==> src/rtl/uart_block_host.sv <==
// uart_block_host: host end of the 128-bit-over-UART link.
// Sends one block as 16 8N1 frames on tx (first byte [127:120]).
// Rebuilds one block from 16 frames on rx (first byte lands in [127:120]).
// Latency: a block takes exactly 160*CLKS_PER_BIT cycles to send after acceptance.
//   recv_valid follows the last stop-bit sample by one cycle.
// Backpressure: send_ready is high only while the transmitter is idle.
//   send_valid is ignored while it is busy. The receive side cannot be stalled.
// Ports: clk, reset (async, active-high)
//        send_valid/send_block/send_ready  block to transmit
//        tx / rx                           serial lines, idle high
//        recv_valid/recv_block             completed received block
//        recv_frame_err/recv_timeout       one-cycle error pulses
// Optional: define RX_TIMEOUT_EN to discard a partial receive block.
//   The discard happens after 32 bit-times with no start edge.
//   Without it, recv_timeout is tied low.
module uart_block_host #(
  parameter int CLKS_PER_BIT    = 868,
  parameter int BYTES_PER_BLOCK = 16
) (
  input  logic                         clk,
  input  logic                         reset,
  input  logic                         send_valid,
  input  logic [8*BYTES_PER_BLOCK-1:0] send_block,
  output logic                         send_ready,
  output logic                         tx,
  input  logic                         rx,
  output logic                         recv_valid,
  output logic [8*BYTES_PER_BLOCK-1:0] recv_block,
  output logic                         recv_frame_err,
  output logic                         recv_timeout
);

  localparam int BLK_W = 8 * BYTES_PER_BLOCK;
  localparam int CNT_W = $clog2(CLKS_PER_BIT);
  localparam int IDX_W = $clog2(BYTES_PER_BLOCK);
  localparam logic [CNT_W-1:0] BIT_END  = CNT_W'(CLKS_PER_BIT - 1);
  localparam logic [CNT_W-1:0] HALF_END = CNT_W'(CLKS_PER_BIT / 2 - 1);
  localparam logic [IDX_W-1:0] LAST_IDX = IDX_W'(BYTES_PER_BLOCK - 1);

  typedef enum logic [1:0] {S_IDLE, S_START, S_DATA, S_STOP} state_t;

  // ---------------------------------------------------------------- TX
  state_t             tx_st, tx_st_n;
  logic [CNT_W-1:0]   tx_cnt, tx_cnt_n;
  logic [2:0]         tx_bit, tx_bit_n;
  logic [IDX_W-1:0]   tx_idx, tx_idx_n;
  logic [BLK_W-1:0]   tx_blk, tx_blk_n;
  logic [7:0]         tx_byte;
  logic               tx_q, tx_n;

  always_ff @(posedge clk or posedge reset) begin
    if (reset) begin
      tx_st  <= S_IDLE;
      tx_cnt <= '0;
      tx_bit <= '0;
      tx_idx <= '0;
      tx_blk <= '0;
      tx_q   <= 1'b1;
    end else begin
      tx_st  <= tx_st_n;
      tx_cnt <= tx_cnt_n;
      tx_bit <= tx_bit_n;
      tx_idx <= tx_idx_n;
      tx_blk <= tx_blk_n;
      tx_q   <= tx_n;
    end
  end

  always_comb begin
    tx_st_n  = tx_st;
    tx_cnt_n = tx_cnt;
    tx_bit_n = tx_bit;
    tx_idx_n = tx_idx;
    tx_blk_n = tx_blk;
    tx_byte  = 8'h00;
    tx_n     = 1'b1;
    case (tx_st)
      S_IDLE: begin
        if (send_valid) begin
          tx_blk_n = send_block;
          tx_idx_n = '0;
          tx_cnt_n = '0;
          tx_bit_n = '0;
          tx_st_n  = S_START;
        end
      end
      S_START: begin
        if (tx_cnt == BIT_END) begin
          tx_cnt_n = '0;
          tx_bit_n = '0;
          tx_st_n  = S_DATA;
        end else begin
          tx_cnt_n = tx_cnt + 1'b1;
        end
      end
      S_DATA: begin
        if (tx_cnt == BIT_END) begin
          tx_cnt_n = '0;
          if (tx_bit == 3'd7) tx_st_n = S_STOP;
          else                tx_bit_n = tx_bit + 1'b1;
        end else begin
          tx_cnt_n = tx_cnt + 1'b1;
        end
      end
      S_STOP: begin
        if (tx_cnt == BIT_END) begin
          tx_cnt_n = '0;
          if (tx_idx == LAST_IDX) begin
            tx_st_n = S_IDLE;
          end else begin
            // The block register shifts so the byte on the wire is always at the top.
            tx_idx_n = tx_idx + 1'b1;
            tx_blk_n = {tx_blk[BLK_W-9:0], 8'h00};
            tx_st_n  = S_START;
          end
        end else begin
          tx_cnt_n = tx_cnt + 1'b1;
        end
      end
      default: tx_st_n = S_IDLE;
    endcase
    // tx is registered from the next state so the line stays glitch-free.
    // It stays aligned with the state register.
    tx_byte = tx_blk_n[BLK_W-1 -: 8];
    case (tx_st_n)
      S_START: tx_n = 1'b0;
      S_DATA:  tx_n = tx_byte[tx_bit_n];
      default: tx_n = 1'b1;
    endcase
  end

  assign send_ready = (tx_st == S_IDLE);
  assign tx         = tx_q;

  // ---------------------------------------------------------------- RX
  logic rx_meta, rx_sync, rx_prev, rx_fall;

  always_ff @(posedge clk or posedge reset) begin
    if (reset) begin
      rx_meta <= 1'b1;
      rx_sync <= 1'b1;
      rx_prev <= 1'b1;
    end else begin
      rx_meta <= rx;
      rx_sync <= rx_meta;
      rx_prev <= rx_sync;
    end
  end

  assign rx_fall = rx_prev & ~rx_sync;

  state_t             rx_st, rx_st_n;
  logic [CNT_W-1:0]   rx_cnt, rx_cnt_n;
  logic [2:0]         rx_bit, rx_bit_n;
  logic               shift_en, stop_smp;
  logic [7:0]         rx_shift;
  logic [BLK_W-1:0]   rx_asm;
  logic [IDX_W-1:0]   rx_idx;
  logic               gap_hit;

  always_ff @(posedge clk or posedge reset) begin
    if (reset) begin
      rx_st  <= S_IDLE;
      rx_cnt <= '0;
      rx_bit <= '0;
    end else begin
      rx_st  <= rx_st_n;
      rx_cnt <= rx_cnt_n;
      rx_bit <= rx_bit_n;
    end
  end

  always_comb begin
    rx_st_n  = rx_st;
    rx_cnt_n = rx_cnt + 1'b1;
    rx_bit_n = rx_bit;
    shift_en = 1'b0;
    stop_smp = 1'b0;
    case (rx_st)
      S_IDLE: begin
        rx_cnt_n = '0;
        if (rx_fall) rx_st_n = S_START;
      end
      S_START: begin
        // Resample at mid start bit; a high line means the edge was a glitch.
        if (rx_cnt == HALF_END) begin
          rx_cnt_n = '0;
          rx_bit_n = '0;
          rx_st_n  = rx_sync ? S_IDLE : S_DATA;
        end
      end
      S_DATA: begin
        if (rx_cnt == BIT_END) begin
          rx_cnt_n = '0;
          shift_en = 1'b1;
          if (rx_bit == 3'd7) rx_st_n = S_STOP;
          else                rx_bit_n = rx_bit + 1'b1;
        end
      end
      S_STOP: begin
        if (rx_cnt == BIT_END) begin
          rx_cnt_n = '0;
          stop_smp = 1'b1;
          rx_st_n  = S_IDLE;
        end
      end
      default: begin
        rx_cnt_n = '0;
        rx_st_n  = S_IDLE;
      end
    endcase
  end

  always_ff @(posedge clk or posedge reset) begin
    if (reset) begin
      rx_shift       <= '0;
      rx_asm         <= '0;
      rx_idx         <= '0;
      recv_block     <= '0;
      recv_valid     <= 1'b0;
      recv_frame_err <= 1'b0;
    end else begin
      recv_valid     <= 1'b0;
      recv_frame_err <= 1'b0;
      if (shift_en) rx_shift <= {rx_sync, rx_shift[7:1]};
      if (stop_smp) begin
        if (rx_sync) begin
          // Bytes shift in at the bottom, so the first byte ends at the top after 16.
          rx_asm <= {rx_asm[BLK_W-9:0], rx_shift};
          if (rx_idx == LAST_IDX) begin
            recv_block <= {rx_asm[BLK_W-9:0], rx_shift};
            recv_valid <= 1'b1;
            rx_idx     <= '0;
          end else begin
            rx_idx <= rx_idx + 1'b1;
          end
        end else begin
          recv_frame_err <= 1'b1;
          rx_idx         <= '0;
          rx_asm         <= '0;
        end
      end else if (gap_hit) begin
        rx_idx <= '0;
        rx_asm <= '0;
      end
    end
  end

`ifdef RX_TIMEOUT_EN
  localparam int GAP_W = $clog2(32 * CLKS_PER_BIT);
  localparam logic [GAP_W-1:0] GAP_END = GAP_W'(32 * CLKS_PER_BIT - 1);
  logic [GAP_W-1:0] rx_gap;

  // The counter only runs while a partial block is waiting between frames.
  assign gap_hit = (rx_st == S_IDLE) && (rx_idx != '0) && !rx_fall && (rx_gap == GAP_END);

  always_ff @(posedge clk or posedge reset) begin
    if (reset) begin
      rx_gap       <= '0;
      recv_timeout <= 1'b0;
    end else begin
      recv_timeout <= gap_hit;
      if ((rx_st != S_IDLE) || (rx_idx == '0) || rx_fall || gap_hit) rx_gap <= '0;
      else                                                            rx_gap <= rx_gap + 1'b1;
    end
  end
`else
  assign gap_hit      = 1'b0;
  assign recv_timeout = 1'b0;
`endif

endmodule
==> config.mk <==
export PLATFORM = sky130hd
export DESIGN_NAME = uart_block_host
export DESIGN_NICKNAME = d
export VERILOG_FILES = /design/src/rtl/uart_block_host.sv
export SDC_FILE = /design/constraint.sdc
export NUM_CORES = 1
export LEC_CHECK = 0
export BUFFER_PORTS_ARGS = -buffer_cell sky130_fd_sc_hd__clkbuf_2
export CORE_ASPECT_RATIO = 1.75
export CORE_UTILIZATION = 55
export DETAILED_ROUTE_END_ITERATION = 7
export PLACE_DENSITY = 0.74
export REMOVE_ABC_BUFFERS = 1
export SETUP_SLACK_MARGIN = 0.02
export SLEW_MARGIN = 20
export SYNTH_ARGS = -nofsm -noshare
export SYNTH_HDL_FRONTEND = slang
export SYNTH_SLANG_ARGS = --single-unit
==> constraint.sdc <==
create_clock -name clk -period 41.9 [get_ports clk]
set_input_delay 4.19 -clock clk [delete_from_list [all_inputs] [get_ports clk]]
set_output_delay 4.19 -clock clk [all_outputs]
set_load 0.05 [all_outputs]
==> run_results.csv, run 1 <==
group,metric,value,unit
run_status,status,"completed",
cells_and_area,drive_above_1_share,26.0,%
sta,period_needed,6.16,ns
critical_path,r2r_cells,9,
sta,timing.fmax,162,MHz
synthesis,yosys.area.top_type,"dfrtp_1",
job,drv_cap,0,
grt,first_global_vias,12500,
clock_network,postCtsResizedCells,0,
synthesis,synth.area.top_cells,"dfrtp_1, mux2_2, nand2_1",
clock_network,htreeDepth,2,
grt,track_usage,23.9,%
synthesis,synth-seq-cells,428,
critical_path,endpoint_kind,"output port",
drt,dr.pass1.iters,6,
sta,slew_headroom,26.6,%
synthesis,yosysSeqAreaShare,60.7,%
drt,drc,0,
cells_and_area,final_cell_area,20400,um2
critical_path,path_cells,"inv_1, ha_1, clkbuf_2",
synthesis,synth_edf_count,0,
floorplanning,die-area,32900,um2
critical_path,startpoint,"tx_st[1]$_DFF_PP0_",
placement,port-buffer-count,263,
placement,place_area,19100,um2
synthesis,yosysWarnings,0,
critical_path,path_class,"reg2out",
min_path,hp-class,"reg2reg",
grt,grt_pass1_wl,62.2,mm
clock_network,clock_latency,0.53,ns
floorplanning,start_util,56.0,%
clock_network,hold_buffers,0,
power_and_ir_drop,total_power,795,uW
clock_network,clock-root-buffer,"clkbuf_16",
critical_path,crit_path_start_kind,"flop",
synthesis,synth_ff_type,"dfrtp_1",
cells_and_area,areaGrowthSynthToFinish,15.8,%
synthesis,synth_top_area_share,60.1,%
sta,setup_violations,0,
sta,rsz0062_at_grt,"no",
min_path,hold_path_end,"rx_sync$_DFF_PP1_",
power_and_ir_drop,p_per_area,38.9,nW/um2
drt,postRouteAntennaNets,0,
placement,gp_congestion,0.826,
drt,finalWirelength,38.4,mm
synthesis,synth_area,17700,um2
critical_path,r2r_slack,38.26,ns
synthesis,synthCells,1630,
clock_network,cts_buffers,38,
grt,grt_overflow,0,
critical_path,cp_data_arrival_time,1.97,ns
sta,worst_pin_slew,1.10,ns
clock_network,cts_tree,"yes",
clock_network,clk_pin_slew,0.07,ns
sta,hold_ws,0.356,ns
synthesis,synth.distinct_cells,54,
sta,min_period_over_period,14.7,%
sta,setup_tns,0,ns
placement,dpl.hpwl,24.3,mm
cells_and_area,finalNetCount,1972,
drt,drt_iter0_markers,870,
synthesis,syn_area_per_cell,10.8,um2
critical_path,slowest_stage,"ha_1",
min_path,hp-start,"rx_meta$_DFF_PP1_",
drt,vias_per_cell,5.60,
floorplanning,rows,86,
critical_path,reg2reg_to,"rx_asm[88]$_DFFE_PP0P_",
drt,via_count,12600,
floorplanning,core,31500,um2
clock_network,clock_sinks,428,
floorplanning,dieHeight,239,um
clock_network,clock_path_buffers,3,
critical_path,cpPeakStageDelay,0.51,ns
sta,skew,0.0126,ns
sta,final_max_slew_viol_count,0,
grt,grt_max_degree,148,
critical_path,worstPathRequired,37.71,ns
critical_path,cp_max_fo,16,
drt,wire_per_inst,17.0,um
floorplanning,dieWidth,137,um
floorplanning,ios,265,
cells_and_area,finish.utilization,64.8,%
clock_network,post_cts_buffers,0,
sta,finalHoldViolations,0,
power_and_ir_drop,p_leak,10.2,nW
power_and_ir_drop,peakVddDrop,44.3,uV
grt,antenna_found_initial,9,
min_path,holdPathStages,0,
synthesis,async_flop_share,100,%
critical_path,r2r-start,"rx_cnt[0]$_DFF_PP0_",
==> cell families after synthesis <==
logic type | count (synthesis) | share of synthesized area, %
AO/OA/AOI/OAI | 300 | 11.7
other | 1 | 0.0212
flip-flops | 428 | 60.7
buffers and inverters | 133 | 3.07
XOR/XNOR | 15 | 0.744
multiplexers | 141 | 8.99
AND/OR/NAND/NOR | 599 | 13.9
adder cells (fa/ha/maj) | 13 | 0.921
==> placed cells by master (no fill, tap or decap), types with 2 or more instances in the layout <==
cell type	synthesis	layout
a21o_1	2	2
a21oi_1	14	14
a221o_1	6	6
a221oi_1	112	112
a22o_1	13	13
a31oi_1	2	2
and3_1	6	5
and3_4	1	2
and4_1	2	2
buf_4	1	11
buf_6	2	2
bufinv_16	0	3
clkbuf_1	93	7
clkbuf_16	0	39
clkbuf_2	0	263
clkbuf_8	0	8
clkinv_2	0	6
dfrtp_1	424	424
dfstp_2	4	3
diode_2	0	9
ha_1	13	13
inv_1	12	11
mux2_1	10	10
mux2_2	131	131
nand2_1	270	270
nand3_1	14	13
nand4_1	11	11
nor2_1	259	259
nor2b_1	16	16
nor3_1	3	3
nor3b_1	3	3
nor4_1	2	2
o21ai_0	136	136
o31ai_1	2	2
or3_1	2	2
xnor2_1	5	5
xor2_1	10	10
==> final cells by class <==
type | count | area (um2)
antenna | 9 | 22.5
tap | 396 | 495
clock inverter | 10 | 129
clock buffer | 54 | 1110
inverter | 12 | 52.6
fill | 2508 | 11100
timing repair buffer | 278 | 1470
sequential | 428 | 10700
multi-input combinational | 1069 | 6440
==> sequential cells by signal, indices dropped and copies added, names as in the netlist, named ones only <==
register and cells:
rx_asm 120, recv_block 128, rx_shift 8, tx_idx 4, rx_prev 1, rx_cnt 10, recv_frame_err 1, tx 1
rx_sync 1, rx_bit 3, recv_valid 1, tx_bit 3, tx_blk 128, tx_cnt 10, rx_meta 1, tx_st 2
rx_idx 4, rx_st 1
==> layer usage <==
metal | track usage (%) | share of wire (%)
met1 | 29.7 | 40
met2 | 39.1 | 51
met3 | 4.07 | 4.7
met4 | 13.6 | 5.1
met5 | 0 | 0
==> stage by stage <==
step	setup slack [ns]	instances
floorplan	25.80	1509
global placement	35.13	2181
detailed placement	35.05	2181
CTS	35.62	2245
global route	35.37	2256
finish	35.74	2256
==> worst max-delay path by stage <==
| stage | endpoint |
|---|---|
| floorplan | async pin |
| CTS | rx_asm[105]$_DFFE_PP0P_ |
| global placement | recv_block[98]$_DFFE_PP0P_ |
| detailed placement | recv_block[98]$_DFFE_PP0P_ |
| global route | rx_asm[74]$_DFFE_PP0P_ |
| finish | send_ready |
==> report_power, final <==
part	switching, mW	internal (mW)
combinational	0.0165	0.00762
sequential	0.00422	0.416
clock	0.148	0.203
total	0.168	0.626
==> worst max-delay path: cells and delay by family (launching register included) <==
| family | cells | cell delay, ns |
|---|---|---|
| buffers and inverters | 2 | 0.52 |
| adder cells (fa/ha/maj) | 1 | 0.51 |
| flip-flops | 1 | 0.41 |
==> synth_stat cells (all sizes together), types with 3 or more instances <==
master  instances
nor2          259
a221oi        112
nor2b          16
nand3          14
xnor2           5
o21ai         136
ha             13
a21oi          14
a22o           13
nor3            3
a221o           6
mux2          141
inv            12
buf            28
nand2         270
nor3b           4
dfrtp         424
nand4          11
and3            7
nor4            3
clkbuf         93
xor2           10
dfstp           4
No activity file was read; power rests on OpenSTA's default activity.
==> run 2: changes to the inputs <==
==> constraint.sdc (replaced) <==
create_clock -name clk -period 6.5 [get_ports clk]
set_input_delay 0.65 -clock clk [delete_from_list [all_inputs] [get_ports clk]]
set_output_delay 0.65 -clock clk [all_outputs]
set_load 0.05 [all_outputs]
==> run 2 against run 1 <==
Against the previous run: wire length decreased by 1.4%; sequential power increased to 6.5 times the previous value; first-iteration DRC count decreased by 3.9%; hold slack got worse by 0.17 ns; register-to-register slack got worse by 35 ns; via count decreased by 0.50%; sequential share of layout area decreased by 0.087 points; clock-buffer cell count decreased by 1; combinational power increased to 6.4 times the previous value; cell area increased by 0.17%; non-clock buffer count decreased by 4; clock skew increased by 0.0069 ns; critical path type is now reg2reg; largest power group unchanged; highest routed layer unchanged.
==> run_results.csv, run 2 (same netlist as run 1, synthesis figures left out) <==
group,metric,value,unit
run_status,status,"completed",
drt,drt_iter0_markers,836,
floorplanning,dieWidth,137,um
floorplanning,core,31500,um2
clock_network,clock_path_buffers,3,
cells_and_area,areaGrowthSynthToFinish,16.0,%
critical_path,r2r-start,"rx_cnt[0]$_DFF_PP0_",
power_and_ir_drop,combPwrFrac,3.0,%
cells_and_area,final_cell_area,20500,um2
power_and_ir_drop,p_seq_share,52.0,%
cells_and_area,final_cell_mix,"dfrtp_1, nand2_1, clkbuf_2",
sta,timing.fmax,290,MHz
critical_path,cp_max_fo,71,
power_and_ir_drop,cell_internal_pwr,4.09,mW
sta,min_period_over_period,53.0,%
cells_and_area,finalNetCount,1969,
drt,via_count,12600,
placement,gp_congestion,0.803,
power_and_ir_drop,total_power,5.21,mW
grt,antenna_found_initial,7,
placement,port-buffer-count,263,
clock_network,cts_buffers,39,
grt,grt_pass1_wl,60.9,mm
clock_network,htreeDepth,2,
sta,setup_violations,0,
drt,vias_per_cell,5.58,
grt,first_global_vias,12200,
power_and_ir_drop,p_per_area,254,nW/um2
power_and_ir_drop,p_sw_share,21.5,%
placement,place_area,19100,um2
critical_path,worstPathRequired,6.93,ns
sta,rsz0062_at_grt,"no",
min_path,hp-start,"rx",
clock_network,post_cts_buffers,0,
power_and_ir_drop,peakVddDrop,328,uV
drt,postRouteAntennaNets,0,
critical_path,slowest_stage,"nand3_4",
drt,drc,0,
clock_network,clk_pin_slew,0.07,ns
placement,pre_cts_slack,3.03,ns
drt,dr.pass1.iters,5,
drt,finalWirelength,37.9,mm
critical_path,crit_path_start_kind,"flop",
power_and_ir_drop,power.switching,1.12,mW
critical_path,path_cells,"ha_1, nand2_1, nor4_2, nand3_1, nor2_1, nand3_4, buf_4, mux2_1",
clock_network,clock_latency,0.54,ns
cells_and_area,finish.utilization,64.9,%
floorplanning,start_util,56.0,%
placement,dpl.hpwl,23.5,mm
cells_and_area,fill_cells,2537,
sta,worst_pin_slew,1.12,ns
min_path,hp-class,"in2reg",
critical_path,path_class,"reg2reg",
sta,skew,0.0195,ns
sta,hold_ws,0.188,ns
clock_network,cts_tree,"yes",
clock_network,postCtsResizedCells,0,
grt,track_usage,23.5,%
clock_network,hold_buffers,0,
grt,grt_overflow,0,
grt,grt_max_degree,222,
clock_network,clock-root-buffer,"clkbuf_16",
job,drv_cap,0,
critical_path,startpoint,"rx_cnt[0]$_DFF_PP0_",
drt,wire_per_inst,16.8,um
power_and_ir_drop,p_leak,10.2,nW
sta,slew_headroom,25.5,%
cells_and_area,largestRegisters,"recv_block (128), tx_blk (128), rx_asm (120)",
floorplanning,die-area,32900,um2
floorplanning,dieHeight,239,um
cells_and_area,drive_above_1_share,26.1,%
critical_path,cp_data_arrival_time,3.87,ns
clock_network,clock_sinks,428,
sta,worst_slack,3.05,ns
critical_path,endpoint_kind,"flop",
floorplanning,rows,86,
floorplanning,ios,265,
power_and_ir_drop,clkPwrFrac,45.1,%
sta,finalHoldViolations,0,
critical_path,cpPeakStageDelay,0.69,ns
cells_and_area,layout_commonest_cell,"dfrtp_1",
sta,final_max_slew_viol_count,0,
sta,period_needed,3.45,ns
run 2: cell types whose count changed in the layout (fill, tap and decap cells not counted), moves of 2 or more:
| cell | delta |
|---|---|
| buf_4 | -5 |
| diode_2 | -2 |
| clkinv_8 | +2 |
| clkinv_4 | +2 |
run 2: layout make-up:
type | count | area [um2] | share of cell area (%)
Clock inverter | 15 | 205 | 1.00
Clock buffer | 53 | 1110 | 5.41
Tap cell | 396 | 495 | 2.42
Sequential cell | 428 | 10700 | 52.3
Timing Repair Buffer | 274 | 1440 | 7.01
Inverter | 12 | 52.6 | 0.257
Antenna cell | 7 | 17.5 | 0.0855
Multi-Input combinational cell | 1069 | 6440 | 31.5
run 2: final timing paths:
check	endpoint	slack, ns	depth (start not counted)
setup / recovery	recv_block[104]$_DFFE_PP0P_	3.05	8
min in group asynchronous	recv_block[116]$_DFFE_PP0P_	0.32	2
setup reg to reg	recv_block[104]$_DFFE_PP0P_	3.05	8
hold reg to reg	rx_sync$_DFF_PP1_	0.36	0
hold / removal	rx_meta$_DFF_PP1_	0.19	1
max in group asynchronous	recv_block[67]$_DFFE_PP0P_	4.71	3
run 2: critical path, delay by kind of cell, from the launching register on:
family	cells	cell delay, ns
buffers and inverters	1	0.69
AND/OR/NAND/NOR	5	1.50
multiplexers	1	0.43
flip-flops	1	0.41
adder cells (fa/ha/maj)	1	0.25
run 2: per-layer routing:
metal | vias to the layer above | share of wire [%] | global-route usage (%) | wire [um]
li1 | 6022 | - | - | -
met1 | 6227 | 41 | 30.0 | 15500
met2 | 261 | 52 | 39.3 | 19600
met3 | 68 | 4.3 | 3.94 | 1620
met4 | 0 | 3.1 | 9.82 | 1180
met5 | - | 0 | 0 | 0
run 2: power by group through the flow:
stage                     clock (mW)  sequential, mW  combinational [mW]
after floorplan                    0            2.76              0.0780
after global placement             0            2.75               0.156
after detailed placement           0            2.76               0.160
after CTS                       2.41            2.71               0.161
after global routing            2.51            2.71               0.178
final                           2.35            2.71               0.155
run 2: per-stage QoR:
| step | TNS (ns) | instances |
|---|---|---|
| finish | 0 | 2254 |
| CTS | 0 | 2247 |
| global route | 0 | 2254 |
| global placement | 0 | 2179 |
| floorplan | -2724.56 | 1509 |
| detailed placement | 0 | 2179 |
